### src/rtl/apr_event_flags.sv
// APR event/interrupt flag bank: sticky per-channel flags, enables, PI-level irq.
// Optional APR_EVENT_COUNT_EN builds a saturating occurrence counter per channel.

module apr_event_chan #(
    parameter bit EDGE  = 1'b0,
    parameter int CNT_W = 4
) (
    input  logic             clk,
    input  logic             RESET_N,
    input  logic             ev,
    input  logic             set,
    input  logic             clr,
    input  logic             en_set,
    input  logic             dis,
    output logic             det,
    output logic             flag,
    output logic             en,
    output logic [CNT_W-1:0] cnt
);
    logic ev_prev;

    assign det = EDGE ? (ev & ~ev_prev) : ev;

    always_ff @(posedge clk or negedge RESET_N) begin
        if (!RESET_N) begin
            ev_prev <= 1'b0;
            flag    <= 1'b0;
            en      <= 1'b0;
        end else begin
            ev_prev <= ev;
            // hardware event beats clear; set beats clear; enable beats disable
            flag    <= det | set | (flag & ~clr);
            en      <= en_set | (en & ~dis);
        end
    end

`ifdef APR_EVENT_COUNT_EN
    always_ff @(posedge clk or negedge RESET_N) begin
        if (!RESET_N)
            cnt <= '0;
        else if (clr)
            cnt <= {{(CNT_W-1){1'b0}}, det};
        else if (det && cnt != {CNT_W{1'b1}})
            cnt <= cnt + 1'b1;
    end
`else
    assign cnt = '0;
`endif
endmodule

module apr_event_flags #(
    parameter int               NCHAN     = 8,
    parameter logic [NCHAN-1:0] EDGE_MASK = {NCHAN{1'b0}},
    parameter int               CNT_W     = 4,
    localparam int              IDX_W     = $clog2(NCHAN)
) (
    input  logic             clk,
    input  logic             RESET_N,
    input  logic [NCHAN-1:0] ev_in,
    input  logic             op_valid,
    input  logic             op_en,
    input  logic             op_dis,
    input  logic             op_set,
    input  logic             op_clr,
    input  logic [NCHAN-1:0] op_mask,
    input  logic             pia_wr,
    input  logic [2:0]       pia_data,
    output logic [NCHAN-1:0] flags,
    output logic [NCHAN-1:0] int_en,
    output logic [2:0]       pia,
    output logic             irq,
    output logic [IDX_W-1:0] irq_chan,
    input  logic [1:0]       diag_sel,
    input  logic [IDX_W-1:0] diag_chan,
    output logic [NCHAN-1:0] diag_data
);
    logic [NCHAN-1:0]            mask_v;
    logic [NCHAN-1:0]            det;
    logic [NCHAN-1:0]            pend;
    logic [NCHAN-1:0][CNT_W-1:0] cnt_all;
    logic [CNT_W-1:0]            sel_cnt;
    logic [IDX_W-1:0]            low_idx;
    logic [2:0]                  pia_next;

    assign mask_v = op_valid ? op_mask : '0;

    for (genvar g = 0; g < NCHAN; g++) begin : g_chan
        apr_event_chan #(
            .EDGE  (EDGE_MASK[g]),
            .CNT_W (CNT_W)
        ) u_chan (
            .clk     (clk),
            .RESET_N (RESET_N),
            .ev      (ev_in[g]),
            .set     (op_set & mask_v[g]),
            .clr     (op_clr & mask_v[g]),
            .en_set  (op_en  & mask_v[g]),
            .dis     (op_dis & mask_v[g]),
            .det     (det[g]),
            .flag    (flags[g]),
            .en      (int_en[g]),
            .cnt     (cnt_all[g])
        );
    end

    assign pend     = flags & int_en;
    // irq looks at the PIA being loaded so a write of 0 masks the request on the next edge
    assign pia_next = pia_wr ? pia_data : pia;

    always_comb begin
        low_idx = '0;
        for (int i = NCHAN - 1; i >= 0; i--)
            if (pend[i]) low_idx = IDX_W'(i);
    end

    always_ff @(posedge clk or negedge RESET_N) begin
        if (!RESET_N) begin
            pia      <= '0;
            irq      <= 1'b0;
            irq_chan <= '0;
        end else begin
            pia      <= pia_next;
            irq      <= (|pend) & (pia_next != 3'd0);
            irq_chan <= low_idx;
        end
    end

    always_comb begin
        sel_cnt = '0;
        if (int'(diag_chan) < NCHAN) sel_cnt = cnt_all[diag_chan];
        case (diag_sel)
            2'd0:    diag_data = flags;
            2'd1:    diag_data = int_en;
            2'd2:    diag_data = det;
            default: diag_data = NCHAN'(sel_cnt);
        endcase
    end
endmodule

### config.mk
export PLATFORM = sky130hd
export DESIGN_NAME = apr_event_flags
export DESIGN_NICKNAME = d
export VERILOG_FILES = /design/src/rtl/apr_event_flags.sv
export SDC_FILE = /design/constraint.sdc
export NUM_CORES = 1
export LEC_CHECK = 0
export CELL_PAD_IN_SITES_DETAIL_PLACEMENT = 1
export CELL_PAD_IN_SITES_GLOBAL_PLACEMENT = 2
export CORE_UTILIZATION = 25
export DETAILED_ROUTE_END_ITERATION = 8
export PLACE_DENSITY = 0.87
export SYNTH_ARGS = -nofsm -noshare
export SYNTH_HDL_FRONTEND = slang
export SYNTH_SLANG_ARGS = --single-unit
### constraint.sdc
create_clock -name clk -period 2.95 [get_ports clk]
set_clock_uncertainty 0.2 [all_clocks]
set_input_delay 0.295 -clock clk [delete_from_list [all_inputs] [get_ports clk]]
set_output_delay 0.295 -clock clk [all_outputs]
set_load 0.05 [all_outputs]
[Word level (Yosys, flattened, before mapping)]
Memories as Yosys holds them, arrays and structs flattened.
Cells that the tools add are included.
Operators by class
  $add $sub $neg: 0
  multiply operators: 0
  divide/modulo/power cells: 0
  $lt $le $gt $ge: 1
  equality and inequality tests: 2
  shifts and indexed selects: 0
  mux-type cells: 12
  bitwise gates (word level): 90
  reduce and logical (&&, ||, !) cells: 3
Operators with widths (number)
  bitwise AND 1 bit: 49
  2-to-1 mux 3 bit: 9
  OR 1 bit: 24
  one-hot mux 8 bit (3 select lines): 1
  NOT 1 bit: 16
  bitwise AND 8 bit: 1
  2-to-1 mux 8 bit: 1
  OR reduction 8 bit: 1
  < comparator 3 x 4 -> 1 bit, second input constant: 1
  2-to-1 mux 4 bit: 1
  nonzero test 3 bit: 1
  equality test 2 x 1 -> 1 bit, second input constant: 1
  equality test 2 bit, second input constant: 1
  logical NOT 2 bit: 1
Storage, ports and cells
  register bits: 23
  bits in latches: 0
  bits in writable memories: 0
  memory bits (read-only): 32
  input port bits: 32
  output and inout port bits: 31
  logic and storage cells: 128
  memories kept: 1
Memory list
  (no name shown): depth 8, width 4, read ports 1, clocked after Yosys merged registers in 0, wr ports 0, RTL line 130  | if (int'(diag_chan) < NCHAN) sel_cnt = cnt_all[diag_chan];

[Depth between registers and ports, before layout]
Gate-level depths: netlist of run 1.
  depth in word-level cells: 9
  mapped depth: 5

[Hierarchy]
From an unflattened synthesis of run 1, not the netlist that was laid out.
Unflattened totals
  cells, all modules: 223
  area, all modules: 1936.9 µm²
Modules (own cells, without submodules)
  apr_event_flags: times used 1, cells an instance 119, area an instance 1016.0 µm², seq. area each 175.2 µm²
  apr_event_chan: times used 8, cells an instance 13, area an instance 115.1 µm², seq. area each 50.0 µm²

[Worst setup path after synthesis of run 1]
No wires, ideal clock.
  path type: input to output
  start: in diag_sel[1]
  end: out diag_data[4]
  arrival: 1668 ps
  required time: 2455 ps
  slack: 787 ps
  cell stages on the path: 3
  cells stage by stage: buf_4 > mux2i_1 > o21ai_0
Between the ends
  longest elaborated chain between the ends: 2
RTL lines
  from (decl): RTL line 73  | input logic [1:0] diag_sel,
  equality test 2 bit, or another cell as far along: RTL line 131  | case (diag_sel)
  one-hot mux 8 bit (3 select lines) (*): RTL line 131
  to (decl): RTL line 75  | output logic [NCHAN-1:0] diag_data
Mark *: on every way between the ends. The rest lies on a longest branch, timed or not.

[Worst setup path after layout of run 1]
  start: in diag_sel[1]
  end: out diag_data[3]
Same word-level chain as after synthesis.

==> results.ini, run 1 <==
[sta]
layout_min_cycle_time_ns = 2.191
finalSetupViolCount = 0
rsz0062_at_grt = no
tightestPinTransition_ns = 0.5240
slew_viol_final = 0
fin_crit_sh_pct = 74.27
setup_slack_ns = 0.7592
setup_tns_ns = 0
slew_headroom_pct = 64.96
finalHoldViolations = 0
whs_ns = 0.1945
max_freq_mhz = 456.4

[logic_synthesis]
synth_ff_type = dfrtp_1
ys_seq_elements = 23
ys_types = 25
syn_area_per_cell_um2 = 9.247
syn_area_mm2 = 0.001350
synthArstFlopShare_pct = 100.0
synth_nets = 178
synth.most_common_cell = nand2_1
ys_top_cells_by_count = nand2_1, dfrtp_1, nand3_1, buf_4
yosys-top-cells-area = dfrtp_1, buf_4, nand2_1, nand3_1, a32o_1
netlist_instances = 146
synth_top_area_share_pct = 42.63
synth_top_cell_by_area = dfrtp_1
seq_area_frac_synth_pct = 42.63
yosys_warnings = 0
synth-edff-count = 0

[floorplanning]
initial_core_util_pct = 26.27
io_pins = 63
die_y_um = 75.49
die_x_um = 75.49
rows = 26
die_area_mm2 = 0.005698
core-area_mm2 = 0.005140

[global_route]
grt_pass1_wl_mm = 6.458
use_met2_pct = 24.90
top_usage_layer = met2
grtUsageTotal_pct = 15.25
grt_max_degree = 33
grt_overflow = 0
met3_usage_pct = 3.175
grtUsageMet1_pct = 21.19
grt_antenna_before_repair = 0
grt_pass1_vias = 1234

[layout]
nFillCells = 601
fin_nets = 222
fin_util_pct = 39.44
final_cell_area_mm2 = 0.002027
instances_no_fill = 259
layout-drive-gt1-share_pct = 11.11
n_antenna_cell = 0
area_delta_synth_final_pct = 50.14

[setup_path]
cp_max_fo = 8
crit_type = primary input to output pin
worstPathRequired_ns = 2.46
critPathLaunchType = primary input
cp.arrival_ns = 1.70
endpoint_kind = output pin

[pwr]
peakVddDrop_mv = 0.2208
pwr_density_cell_mw_per_mm2 = 521.2
totalPowerFinal_mw = 1.056
p_leak_nw = 0.8214

[route]
routedWlPerCell_um = 15.83
wl_mm = 4.101
vias = 1281
drtIter0Drc = 112
viasPerCell = 4.946
drc_errors = 0
antenna_left = 0
drt_first_pass_iters = 4

[clock_network]
worst_skew_pair.late_latency_ns = 0.26
cts_resized = 0
ctsHtreeMaxLevel = 1
hold_buffers = 0
clock_sinks = 23
cts_made_buffers = 3
root_buffer = clkbuf_8
clk_pin_slew_worst_paths_ns = 0.08
clockBufferDepth = 2
cts_tree = yes
post-cts-setup-buffers = 0

[flow_run]
maxCapViolCount = 0

[place]
gp_congestion = 0.7393
placed_area_mm2 = 0.001982
io_buffers = 59
dp_hpwl_mm = 3.036
place_ws_ns = 0.7759
dp_cells = 255

[outcome]
status = finished, final reports clean

[hold_path]
hold_path.class = primary input to asynchronous set/reset pin

-- path summary, 6_finish.rpt --
| check | slack [ns] | cells past startpoint | end | startpoint |
|---|---|---|---|---|
| max | 0.76 | 5 | diag_data[3] | diag_sel[1] |
| max reg2reg | 1.51 | 3 | irq | g_chan[3].u_chan.flag |
| min | 0.19 | 2 | irq_chan[2] | RESET_N |
| min in group clk | 0.33 | 1 | pia[0] | pia[0] |
| min reg2reg | 0.33 | 1 | pia[0] | pia[0] |
| max in group asynchronous | 2.12 | 2 | g_chan[2].u_chan.flag | RESET_N |
-- per-layer routing --
| layer | wire [µm] | share of wire [%] |
|---|---|---|
| met5 | 0 | 0 |
| met4 | 26 | 0.63 |
| met3 | 210 | 5.1 |
| met2 | 1917 | 47 |
| met1 | 1945 | 47 |
-- flip-flops by register name, summed over array words and instances (netlist names) --
name and flops:
pia 3, irq 1, g_chan.u_chan.flag 8, irq_chan 3, g_chan.u_chan.en 8
-- power by group --
group	internal (mW)	leakage, nW	switching [mW]
Combinational	0.191	0.548	0.275
Clock	0.0964	0.0228	0.100
Sequential	0.350	0.251	0.0436
-- cells by family after synthesis --
| kind of cell | share of synthesized area [%] |
|---|---|
| buffers and inverters | 12.14 |
| multiplexers | 8.712 |
| AO/OA/AOI/OAI | 19.55 |
| flip-flops | 42.63 |
| AND/OR/NAND/NOR | 16.96 |
-- area by class of cell --
class	instances	area [µm²]	area share [%]
flip-flops and latches	23	575.6	28.40
multi-input cells	98	610.6	30.12
repair buffers	64	708.2	34.94
clock buffers	4	45.04	2.222
well taps	70	87.58	4.321
-- cells in the final DEF, fill, tap and decap left out, types with 2 or more instances in the layout --
master           synthesis  routed
dfrtp_1                 23      23
buf_4                   17       5
clkbuf_8                 0       3
a31oi_1                  8       8
o21ai_0                  7       7
a32o_1                   8       8
mux2i_1                  8       8
mux2_2                   2       2
clkdlybuf4s50_1          0      51
nand2_1                 30      30
a21oi_1                  2       2
buf_12                   0       8
a22oi_1                  2       2
nand3_1                 19      19
-- critical path: stages --
cell and delay (ns):
clkdlybuf4s50_1 0.48, buf_4 0.22, mux2i_1 0.10, o21ai_0 0.39
buf_12 0.20
(Power assumes the default switching activity.)
==> run 2, diff against run 1 <==
--- a/config.mk
+++ b/config.mk
@@ -7,9 +7,9 @@
 export LEC_CHECK = 0
 export CELL_PAD_IN_SITES_DETAIL_PLACEMENT = 1
 export CELL_PAD_IN_SITES_GLOBAL_PLACEMENT = 2
-export CORE_UTILIZATION = 25
+export CORE_UTILIZATION = 23
 export DETAILED_ROUTE_END_ITERATION = 8
-export PLACE_DENSITY = 0.87
+export PLACE_DENSITY = 0.81
 export SYNTH_ARGS = -nofsm -noshare
 export SYNTH_HDL_FRONTEND = slang
 export SYNTH_SLANG_ARGS = --single-unit
==> constraint.sdc (replaced) <==
create_clock -name clk -period 2.25 [get_ports clk]
set_clock_uncertainty 0.2 [all_clocks]
set_input_delay 0.225 -clock clk [delete_from_list [all_inputs] [get_ports clk]]
set_output_delay 0.225 -clock clk [all_outputs]
set_load 0.05 [all_outputs]
==> run 2 against run 1 <==
Against the previous run: cell count increased by 2.3%; critical path type is now flop to output pin; clock-buffer cell count unchanged; die area increased by 8.5%; critical endpoint is now flags[4]; first-iteration DRC count decreased by 47%; clock power increased by 30%; design area increased by 1.6%; critical path depth decreased by 4; sequential power increased by 31%; utilization decreased by 2.5 points; via count increased by 2.3%; global-route usage decreased by 0.86 points; sequential share of layout area decreased by 0.45 points.
==> results.ini, run 2 (same netlist as run 1, synthesis figures left out) <==
[route]
wl_mm = 4.201  ; +2.4%
drtIter0Drc = 59  ; -47%
vias = 1310  ; +2.3%
antenna_left = 0  ; unchanged
viasPerCell = 4.943  ; about the same
routedWlPerCell_um = 15.85  ; +0.12%
drc_errors = 0  ; unchanged
drt_first_pass_iters = 4  ; unchanged

[global_route]
grt_pass1_vias = 1329  ; +7.7%
grt_overflow = 0  ; unchanged
grt_antenna_before_repair = 0  ; unchanged
grt_pass1_wl_mm = 6.768  ; +4.8%
grtUsageTotal_pct = 14.39  ; -0.86 points
grt_max_degree = 33  ; unchanged

[floorplanning]
die_area_mm2 = 0.006180  ; +8.5%
initial_core_util_pct = 24.22  ; -2.0 points
core-area_mm2 = 0.005574  ; +8.4%
die_y_um = 78.62  ; +4.1%
rows = 27  ; +3.8%
die_x_um = 78.62  ; +4.1%
io_pins = 63  ; unchanged

[setup_path]
crit_type = flop to output pin
r2r_start = g_chan[3].u_chan.en
critPathLaunch = g_chan[4].u_chan.flag
critPathSlowestCell = clkdlybuf4s50_1
critPathLaunchType = flop
crit_chain = clkdlybuf4s50_1
cp.arrival_ns = 1.61  ; -0.09 ns
critPathMaxStageDelay_ns = 0.85  ; +0.37 ns
worstPathRequired_ns = 1.82  ; -0.64 ns
endpoint_kind = output pin
path_delay_family = buffers and inverters
path_buf_inv = 1  ; -2
cp_max_fo = 5  ; -3

[layout]
final_cell_mix = clkdlybuf4s50_1, nand2_1, dfrtp_1, nand3_1, buf_4
final_common_cell = clkdlybuf4s50_1
area_delta_synth_final_pct = 52.55
top_regs = g_chan.u_chan.en: 8 flops, g_chan.u_chan.flag: 8 flops
nFillCells = 646  ; +7.5%
final_cell_area_mm2 = 0.002059  ; +1.6%
fin_nets = 226  ; +1.8%
layout-drive-gt1-share_pct = 12.95  ; +1.8 points
instances_no_fill = 265  ; +2.3%
n_antenna_cell = 0  ; unchanged

[place]
dp_cells = 261  ; +2.4%
placed_area_mm2 = 0.002014  ; +1.6%
io_buffers = 59  ; unchanged
gp_congestion = 0.7478  ; +1.1%
dp_hpwl_mm = 3.191  ; +5.1%

[pwr]
p_switching_uw = 549.2  ; +31%
peakVddDrop_mv = 0.2577  ; +17%
p_sw_share_pct = 39.49  ; -0.17 points
intPower_uw = 841.5  ; +32%
clkPwrFrac_pct = 18.5  ; about the same
pwr_density_cell_mw_per_mm2 = 675.3  ; +30%
p_leak_nw = 0.8410  ; +2.4%
combPwrFrac_pct = 44.4  ; +0.3 points
pwr-share-seq_pct = 37.1  ; -0.2 points

[sta]
slew_viol_final = 0  ; unchanged
fin_crit_sh_pct = 90.44
layout_min_cycle_time_ns = 2.035
rsz0062_at_grt = no
finalHoldViolations = 0  ; unchanged
max_freq_mhz = 491.4
finalSetupViolCount = 0  ; unchanged
tightestPinTransition_ns = 0.5233  ; -0.0006123 ns
setup_tns_ns = 0  ; unchanged
slew_headroom_pct = 65.00  ; about the same

[hold_path]
hold_path.class = primary input to asynchronous set/reset pin

[outcome]
status = finished, final reports clean

[clock_network]
clk_pin_slew_worst_paths_ns = 0.08  ; about the same
clock_sinks = 23  ; unchanged
hold_buffers = 0  ; unchanged
root_buffer = clkbuf_8
cts_tree = yes
ctsHtreeMaxLevel = 1  ; unchanged
worst_skew_pair.late_latency_ns = 0.26  ; about the same
post-cts-setup-buffers = 0  ; unchanged
clockBufferDepth = 2  ; unchanged
cts_made_buffers = 3  ; unchanged
cts_resized = 0  ; unchanged

[flow_run]
maxCapViolCount = 0  ; unchanged

-- run 2: cell count changes in the layout (fill, tap and decap cells not counted), sizes merged --
cell,before,now
buf,13,17
-- run 2: power groups by stage --
stage	logic, mW	clock network [mW]	registers [mW]
6_report	0.617	0.257	0.516
5_1_grt	0.650	0.282	0.527
4_1_cts	0.625	0.269	0.518
3_5_place_dp	0.623	0	0.526
3_3_place_gp	0.616	0	0.523
2_1_floorplan	0.333	0	0.572
-- run 2: cell type report --
| cell class | count | area, µm² | area share [%] |
|---|---|---|---|
| sequential | 23 | 575.6 | 27.95 |
| tap | 72 | 90.09 | 4.374 |
| timing repair buffer | 68 | 738.2 | 35.84 |
| clock buffer | 4 | 45.04 | 2.187 |
| multi-input combinational | 98 | 610.6 | 29.65 |
-- run 2: final timing paths --
path,slack (ns),to,cells after the start
worst max register to register,0.83,irq,3
worst max-delay path,0.22,flags[4],1
worst min-delay path,0.11,g_chan[5].u_chan.flag,2
max in group asynchronous,1.50,g_chan[6].u_chan.en,2
worst min register to register,0.33,pia[0],1
min in group clk,0.33,pia[0],1
-- run 2: metrics by stage --
stage	power, mW	setup WS [ns]	utilization, %	hold WS (ns)
3_5_place_dp	1.149	0.2421	36.14	0.3120
6_report	1.391	0.2152	36.95	0.1135
2_1_floorplan	0.9044	0.2273	-	-0.2706
5_1_grt	1.459	0.1531	36.95	0.1340
3_3_place_gp	1.139	0.2242	36.14	0.3029
4_1_cts	1.411	0.2061	36.95	0.1251
-- run 2: per-layer routing --
| metal | track usage, % | vias to the layer above | wire, µm |
|---|---|---|---|
| li1 | - | 612 | - |
| met1 | 18.38 | 640 | 1866 |
| met2 | 22.87 | 51 | 2019 |
| met3 | 3.837 | 7 | 248 |
| met4 | 5.741 | 0 | 66 |
| met5 | 0 | - | 0 |
